File: config.mk
export PLATFORM = sky130hd
export DESIGN_NAME = ps2_scancode_rx
export DESIGN_NICKNAME = d
export VERILOG_FILES = /design/src/rtl/ps2_pkg.sv /design/src/rtl/ps2_sync_fifo.sv /design/src/rtl/ps2_scancode_rx.sv
export SDC_FILE = /design/constraint.sdc
export NUM_CORES = 1
export LEC_CHECK = 0
export ABC_AREA = 1
export ABC_CLOCK_PERIOD_IN_PS = 4030
export CORE_ASPECT_RATIO = 0.6
export CORE_MARGIN = 2
export CORE_UTILIZATION = 50
export DETAILED_ROUTE_END_ITERATION = 6
export PLACE_DENSITY = 0.68
export SETUP_SLACK_MARGIN = 0.15
export SLEW_MARGIN = 25
export SYNTH_ARGS = -nofsm -noshare
export SYNTH_HDL_FRONTEND = slang
export SYNTH_HIERARCHICAL = 1
export SYNTH_SLANG_ARGS = --single-unit
File: constraint.sdc
create_clock -name clk -period 4.03 [get_ports clk]
set_input_delay 0.806 -clock clk [delete_from_list [all_inputs] [get_ports clk]]
set_output_delay 0.806 -clock clk [all_outputs]
set_load 0.05 [all_outputs]
File: src/rtl/ps2_pkg.sv
// Shared types and constants for the PS/2 scancode receiver.
// Optional build macro used by ps2_scancode_rx: PS2_PARITY_CHECK_EN.
package ps2_pkg;

    typedef enum logic [1:0] {
        ST_IDLE   = 2'd0,
        ST_DATA   = 2'd1,
        ST_PARITY = 2'd2,
        ST_STOP   = 2'd3
    } ps2_state_e;

    localparam logic [7:0] PS2_EXT_CODE = 8'hE0;
    localparam logic [7:0] PS2_BRK_CODE = 8'hF0;

    typedef struct packed {
        logic       is_ext;
        logic       is_break;
        logic [7:0] code;
    } ps2_entry_t;

    typedef struct packed {
        ps2_state_e state;
        logic [2:0] bit_idx;
        logic       parity_bit;
    } ps2_dbg_t;

    // PS/2 frames use odd parity over the eight data bits plus the parity bit.
    function automatic logic odd_parity_ok(input logic [7:0] data, input logic par);
        return ^{data, par};
    endfunction

endpackage

File: src/rtl/ps2_sync_fifo.sv
// First-word-fall-through synchronous FIFO; a push into a full FIFO is dropped
// unless a pop happens in the same cycle.
module ps2_sync_fifo #(
    parameter int WIDTH = 10,
    parameter int DEPTH = 8
) (
    input  logic             clk,
    input  logic             rst,
    input  logic             push,
    input  logic [WIDTH-1:0] din,
    input  logic             pop,
    output logic [WIDTH-1:0] dout,
    output logic             empty,
    output logic             full
);

    localparam int AW = $clog2(DEPTH);

    logic [WIDTH-1:0] mem [DEPTH];
    logic [AW:0]      wr_ptr;
    logic [AW:0]      rd_ptr;
    logic             do_push;
    logic             do_pop;

    // Extra pointer MSB separates full (MSBs differ) from empty (MSBs equal).
    assign empty   = (wr_ptr == rd_ptr);
    assign full    = (wr_ptr[AW] != rd_ptr[AW]) && (wr_ptr[AW-1:0] == rd_ptr[AW-1:0]);
    assign do_pop  = pop && !empty;
    assign do_push = push && (!full || do_pop);
    assign dout    = mem[rd_ptr[AW-1:0]];

    always_ff @(posedge clk or posedge rst) begin
        if (rst) begin
            wr_ptr <= '0;
            rd_ptr <= '0;
        end else begin
            if (do_push) wr_ptr <= wr_ptr + 1'b1;
            if (do_pop)  rd_ptr <= rd_ptr + 1'b1;
        end
    end

    always_ff @(posedge clk) begin
        if (do_push) mem[wr_ptr[AW-1:0]] <= din;
    end

endmodule

File: src/rtl/ps2_scancode_rx.sv
// PS/2 device-to-host frame receiver that folds E0/F0 prefixes into flags and
// queues decoded scancodes. Define PS2_PARITY_CHECK_EN to reject bad-parity frames.
module ps2_scancode_rx
    import ps2_pkg::*;
#(
    parameter int SYNC_STAGES    = 2,
    parameter int FIFO_DEPTH     = 8,
    parameter int TIMEOUT_CYCLES = 50000
) (
    input  logic       clk,
    input  logic       rst,
    input  logic       ps2_clk,
    input  logic       ps2_data,
    output logic [7:0] code,
    output logic       is_ext,
    output logic       is_break,
    output logic       valid,
    input  logic       ready,
    output logic       frame_err,
    output logic       overflow,
    output ps2_dbg_t   dbg
);

    localparam int CW = $clog2(TIMEOUT_CYCLES + 1);

    // Handshake: an entry transfers on any cycle where valid && ready; the head
    // (code/is_ext/is_break) holds steady otherwise, and valid never drops without a pop.

    logic [SYNC_STAGES-1:0] clk_sync;
    logic [SYNC_STAGES-1:0] data_sync;
    logic                   prev_clk;
    logic                   curr_clk;
    logic                   data_s;
    logic                   fall;

    ps2_state_e state, state_n;
    logic [2:0]    bit_idx, bit_idx_n;
    logic [7:0]    shreg, shreg_n;
    logic          par_bit, par_bit_n;
    logic [CW-1:0] to_cnt, to_cnt_n;
    logic          frame_good, frame_good_n;
    logic          frame_err_q, frame_err_n;
    logic          parity_ok;

    logic          ext_pend;
    logic          brk_pend;
    logic          push;
    logic          pop;
    logic          fifo_empty;
    logic          fifo_full;
    logic          overflow_q;
    ps2_entry_t    push_entry;
    ps2_entry_t    head;

    // Synchronisers reset to the idle-high bus level so release cannot fake an edge.
    always_ff @(posedge clk or posedge rst) begin
        if (rst) begin
            clk_sync  <= '1;
            data_sync <= '1;
            prev_clk  <= 1'b1;
        end else begin
            clk_sync  <= {clk_sync[SYNC_STAGES-2:0], ps2_clk};
            data_sync <= {data_sync[SYNC_STAGES-2:0], ps2_data};
            prev_clk  <= curr_clk;
        end
    end

    assign curr_clk = clk_sync[SYNC_STAGES-1];
    assign data_s   = data_sync[SYNC_STAGES-1];
    assign fall     = prev_clk && !curr_clk;

`ifdef PS2_PARITY_CHECK_EN
    assign parity_ok = odd_parity_ok(shreg, par_bit);
`else
    assign parity_ok = 1'b1;
`endif

    always_ff @(posedge clk or posedge rst) begin
        if (rst) begin
            state       <= ST_IDLE;
            bit_idx     <= '0;
            shreg       <= '0;
            par_bit     <= 1'b0;
            to_cnt      <= '0;
            frame_good  <= 1'b0;
            frame_err_q <= 1'b0;
        end else begin
            state       <= state_n;
            bit_idx     <= bit_idx_n;
            shreg       <= shreg_n;
            par_bit     <= par_bit_n;
            to_cnt      <= to_cnt_n;
            frame_good  <= frame_good_n;
            frame_err_q <= frame_err_n;
        end
    end

    always_comb begin
        state_n      = state;
        bit_idx_n    = bit_idx;
        shreg_n      = shreg;
        par_bit_n    = par_bit;
        to_cnt_n     = '0;
        frame_good_n = 1'b0;
        frame_err_n  = 1'b0;

        if (state != ST_IDLE && !fall) to_cnt_n = to_cnt + CW'(1);

        case (state)
            ST_IDLE: begin
                if (fall && !data_s) begin
                    state_n   = ST_DATA;
                    bit_idx_n = '0;
                end
            end
            ST_DATA: begin
                if (fall) begin
                    shreg_n   = {data_s, shreg[7:1]};
                    bit_idx_n = bit_idx + 3'd1;
                    if (bit_idx == 3'd7) state_n = ST_PARITY;
                end
            end
            ST_PARITY: begin
                if (fall) begin
                    par_bit_n = data_s;
                    state_n   = ST_STOP;
                end
            end
            ST_STOP: begin
                if (fall) begin
                    if (data_s && parity_ok) frame_good_n = 1'b1;
                    else                     frame_err_n  = 1'b1;
                    state_n = ST_IDLE;
                end
            end
            default: state_n = ST_IDLE;
        endcase

        // A stalled device clock abandons the frame rather than hanging mid-byte.
        if (state != ST_IDLE && !fall && to_cnt == CW'(TIMEOUT_CYCLES - 1)) begin
            state_n     = ST_IDLE;
            to_cnt_n    = '0;
            frame_err_n = 1'b1;
        end
    end

    // shreg is untouched until the next start bit, so it still holds the byte here.
    assign push = frame_good && (shreg != PS2_EXT_CODE) && (shreg != PS2_BRK_CODE);
    assign push_entry = '{is_ext: ext_pend, is_break: brk_pend, code: shreg};

    always_ff @(posedge clk or posedge rst) begin
        if (rst) begin
            ext_pend   <= 1'b0;
            brk_pend   <= 1'b0;
            overflow_q <= 1'b0;
        end else begin
            overflow_q <= push && fifo_full && !pop;
            if (frame_err_q) begin
                ext_pend <= 1'b0;
                brk_pend <= 1'b0;
            end else if (frame_good) begin
                if (shreg == PS2_EXT_CODE) begin
                    ext_pend <= 1'b1;
                end else if (shreg == PS2_BRK_CODE) begin
                    brk_pend <= 1'b1;
                end else begin
                    ext_pend <= 1'b0;
                    brk_pend <= 1'b0;
                end
            end
        end
    end

    ps2_sync_fifo #(
        .WIDTH ($bits(ps2_entry_t)),
        .DEPTH (FIFO_DEPTH)
    ) u_fifo (
        .clk   (clk),
        .rst   (rst),
        .push  (push),
        .din   (push_entry),
        .pop   (pop),
        .dout  (head),
        .empty (fifo_empty),
        .full  (fifo_full)
    );

    assign valid     = !fifo_empty;
    assign pop       = valid && ready;
    assign code      = valid ? head.code     : 8'h00;
    assign is_ext    = valid ? head.is_ext   : 1'b0;
    assign is_break  = valid ? head.is_break : 1'b0;
    assign frame_err = frame_err_q;
    assign overflow  = overflow_q;
    assign dbg       = '{state: state, bit_idx: bit_idx, parity_bit: par_bit};

endmodule

==> results.md <==
- The flow ran to the end, and the final reports show no timing, DRC or antenna violations.
- Setup repair after global routing left no endpoint under its margin.
- The number of input and output port buffers inserted is 23.
- The post-route non-filler standard cell count is approximately 750.
- The netlist area before placement is approximately 5700 um2.
- The detailed router finished its first iteration with roughly 450 violations.
- The source-to-sink clock delay at the later pin of the worst-skew pair is 0.41 ns.
- The via count of the first global-routing pass came to 3869.
- IR analysis of the VDD net gives a maximum drop of between 0.5 and 0.6 mV.
- The sequential-to-total area share from yosys stat is a little over three fifths.
- The number of max-slew violations in the final report was 0.
- The finished cells cover 6740 um2.
- The root buffer cell chosen for the clock tree is clkbuf_16.
- The routability congestion estimate from global placement is between 0.9 and 1.
- The instance area at placement is just over 6000 um2.
- The worst hold path terminates at clk_sync[1].
- The sequential cell area is between 3000 and 4000 um2.
- The worst clock skew is approximately 0.013 ns.
- The TritonCTS sink count is 128.
- The clock period minus worst slack is around 3.3 ns.
- The required time of the critical path is about 3.2 ns.
- The number of hold buffers added after CTS was 0.
- For this run, the leading register cell type out of synthesis is edfxtp_1.
- Counting instances, the worst hold path has a depth of 0.
- Synthesis produced a netlist with a net count of between 500 and 600.
- The number of distinct standard cells referenced by the synthesized netlist is 37.
- The initial antenna violation count was 0.
- The post-cts sizing count is 0.
- At the pin with the least slew margin, the transition time is between 0.9 and 1 ns.
- The number of flops mapped to enable cells by yosys is 80.
- The worst setup path is launched from a register.
- The largest fanout on the critical path is 30.
- The worst register-to-register path begins at u_fifo/rd_ptr[1].
- The half-perimeter wire length of the detailed placement result is roughly 10000 um.
- Summing the areas of all compound-gate instances in the mapped netlist gives under 10% of the synthesized area.
- The startpoint identified for the worst hold timing path is clk_sync[0].
- The top-level port count is 24.
- For this run, the share of the core covered by cells in the final layout is between 60% and 70%.
- The worst pin sits at a relative slew slack of between 30% and 40%.
- The number of setup buffers added after CTS is 0.
- Dividing the detail-routed wire length by the instance count gives approximately 19 um.
- In this run the remaining antenna-violating nets after routing total 0.
- After clock tree synthesis, the clock-pin slew on the worst setup and hold paths is approximately 0.060 ns.
- The die area is ~12000 um2.
- The area added between synthesis and finish is 17.5%.
- The pin count of the biggest net entering global routing is 44.
- The post-synthesis share of cell area spent on xor and xnor gates is 1.81%.
- The post-synthesis share of cell area spent on and, or, nand and nor gates is about 20%.
- After synthesis, the cell types taking the most area are edfxtp_1 42%, dfrtp_1 19%, nand2_1 6.6%.
- Static timing analysis puts the maximum clock frequency at ~300 MHz.
- The fraction of the cycle the final worst path needs is between 80% and 90%.
- The die boundary width is approximately 140 um.
- In this run the vertical extent of the chip is between 80 and 90 um.
- The critical path in this run is classified as register to output port.
- The first global-routing pass estimated 22300 um of wire.
- No sink is reached through more buffers than the 2 on the longest clock path.
- The final number of hold-violating endpoints is 0.
- edfxtp_1 takes more of the synthesized area than any other cell.
- Setup violations remaining at the end of the flow were counted as 0.
- The minimum setup slack after placement is 0.799 ns.
- On the final layout, the worst hold slack is ~0.35 ns.
- In the synthesized netlist, mux cells make up less than 1% of the area.
- The proportion of register bits with asynchronous set or reset after synthesis is about 38%.
- The per-cell via count in the routed design is between 5 and 6.
- In this run, synthesis produced a sequential element count of between 100 and 150.
- The class of the worst hold path is register to register.
- The repair_antennas step left the layout with diodes totalling 0.
- The total negative slack for setup checks is 0 ns.
- After detailed routing, the number of remaining DRC violations is 0.
- Including well taps, the total number of placed cells is 720.
- The synthesized area per cell is a little over 10 um2.
- Setup slack closes at between 0.7 and 0.8 ns.
- TritonCTS created 17 clock buffers.
- The worst register-to-register path has a depth of 10.
- Max-cap violations in this run came to 0.
- The leakage power of the design is ~2.7 nW.
- CTS built an H-tree with a depth of 4.
- The remaining global-route overflow is 0.
- The synthesized netlist devotes 2.18% of its cell area to adder and majority cells.
- The total iterations of the first detailed-routing run is 7.
- Global routing consumed, over all layers together, between 20 and 30% of the routing resources.
- Of the post-synthesis cell area, the dominant cell type holds between 40% and 50%.
- The region available for standard cell placement spans roughly 11000 um2.
- In this run the critical register-to-register path is captured at u_fifo/mem[6][0].
- The critical path endpoint category is an output port.
- Data arrives at the worst endpoint at ~2.5 ns.
- The number of inserted filler cells in the final layout is roughly 890.
- The fraction of final layout cells sized beyond drive strength 1 is 14.5%.
- After synthesis, the largest family of logic cells by area is simple AND/OR/NAND/NOR gates.
- The slack of the worst reg-to-reg path is 0.75 ns.
- The TritonCTS clock tree is done.
- The total wire length is about 15000 um.
- The total power draw is 5.59 mW.
- The net count of the finished layout is between 600 and 700.
- The Yosys step of the flow raised 6 warnings.
- The post-synthesis instance total is approximately 560.
- Summing over every cut layer, the via total after detailed routing is ~4000.
- The initial utilization of the core area, before any placement, comes to about half.
- The footprint of the multi-input gates is about 1800 um2.
- The ratio of total power to cell area is 830 nW/um2.
- The floorplan row count is 30.
-- per-layer routing --
metal	share of wire (%)	routed length (um)	track usage (%)
met5	0	0	0
met3	13	1900	12.6
met1	48	6890	38.2
met2	38	5540	31.8
met4	1.2	167	7.73
-- cell usage in the layout (no fill, tap or decap), types with 8 or more instances in the layout --
master	count
nor3_1	9
edfxtp_1	80
inv_1	48
nor2_1	90
inv_2	8
nand2_1	101
ha_1	10
clkbuf_16	17
nand3_1	25
o22ai_1	20
nand2_2	8
o21ai_0	49
dfrtp_1	43
clkdlybuf4s50_1	12
buf_4	20
-- cell usage after synthesis (4+ instances only) --
master and number:
o21ai_0 49, nand3_1 25, edfxtp_1 80, buf_2 5, nand4_1 4, o22ai_1 20, inv_2 8, ha_1 10
nand2_2 8, xor2_1 4, clkbuf_1 10, nand2_1 101, xnor2_1 6, inv_1 48, o21ai_1 5, dfstp_2 5
a21oi_1 6, nor3_1 9, dfrtp_1 43, nor2_1 90, nor2_4 4
-- power by group --
group | leakage, nW | switching (mW) | total, mW | internal (mW)
Combinational | 1.10 | 1.49 | 2.06 | 0.574
Sequential | 1.33 | 0.263 | 1.87 | 1.60
Clock | 0.311 | 0.563 | 1.66 | 1.10
-- state kept, by name, indices dropped and copies added (netlist names) --
| name | flops |
|---|---|
| u_fifo/mem | 80 |
| to_cnt | 16 |
| shreg | 8 |
| u_fifo/rd_ptr | 4 |
| u_fifo/wr_ptr | 4 |
| bit_idx | 3 |
| clk_sync | 2 |
| data_sync | 2 |
| state | 2 |
| brk_pend | 1 |
| ext_pend | 1 |
| frame_err | 1 |
| frame_good | 1 |
| overflow | 1 |
| par_bit | 1 |
| prev_clk | 1 |
-- worst max-delay path: stages (launching register included) --
cell and delay [ns]:
dfrtp_1 0.38, inv_2 0.13, buf_4 0.26, o21ai_0 0.70, o22ai_1 0.15, nand2_1 0.10, nand2_1 0.06, inv_1 0.07
nor2_1 0.04, buf_4 0.20
-- layout make-up --
cell class                      count  share of cell area (%)
Clock inverter                     13                    3.14
Inverter                           58                    3.23
Clock buffer                       19                    6.42
Sequential cell                   128                    53.6
Tap cell                          144                    2.67
Multi-Input combinational cell    358                    27.0
Timing Repair Buffer               32                    4.01
-- kinds of logic after synthesis --
family | count (synthesis)
compound gates | 81
buf+inv | 77
fa+ha+maj | 10
flops | 128
xor+xnor | 11
mux | 1
simple gates | 255
-- worst max-delay path by stage --
stage,from,endpoint,slack (ns),depth (start not counted)
final,u_fifo/rd_ptr[0],code[4],0.72,9
after global routing,u_fifo/rd_ptr[1],u_fifo/mem[6][0],0.47,11
after CTS,u_fifo/rd_ptr[0],code[5],0.82,9
after detailed placement,ready,u_fifo/mem[6][6],0.80,7
after global placement,ready,u_fifo/mem[6][6],0.90,7
after floorplan,u_fifo/rd_ptr[3],u_fifo/mem[4][0],1.29,10
No activity file was read; power rests on OpenSTA's default activity.
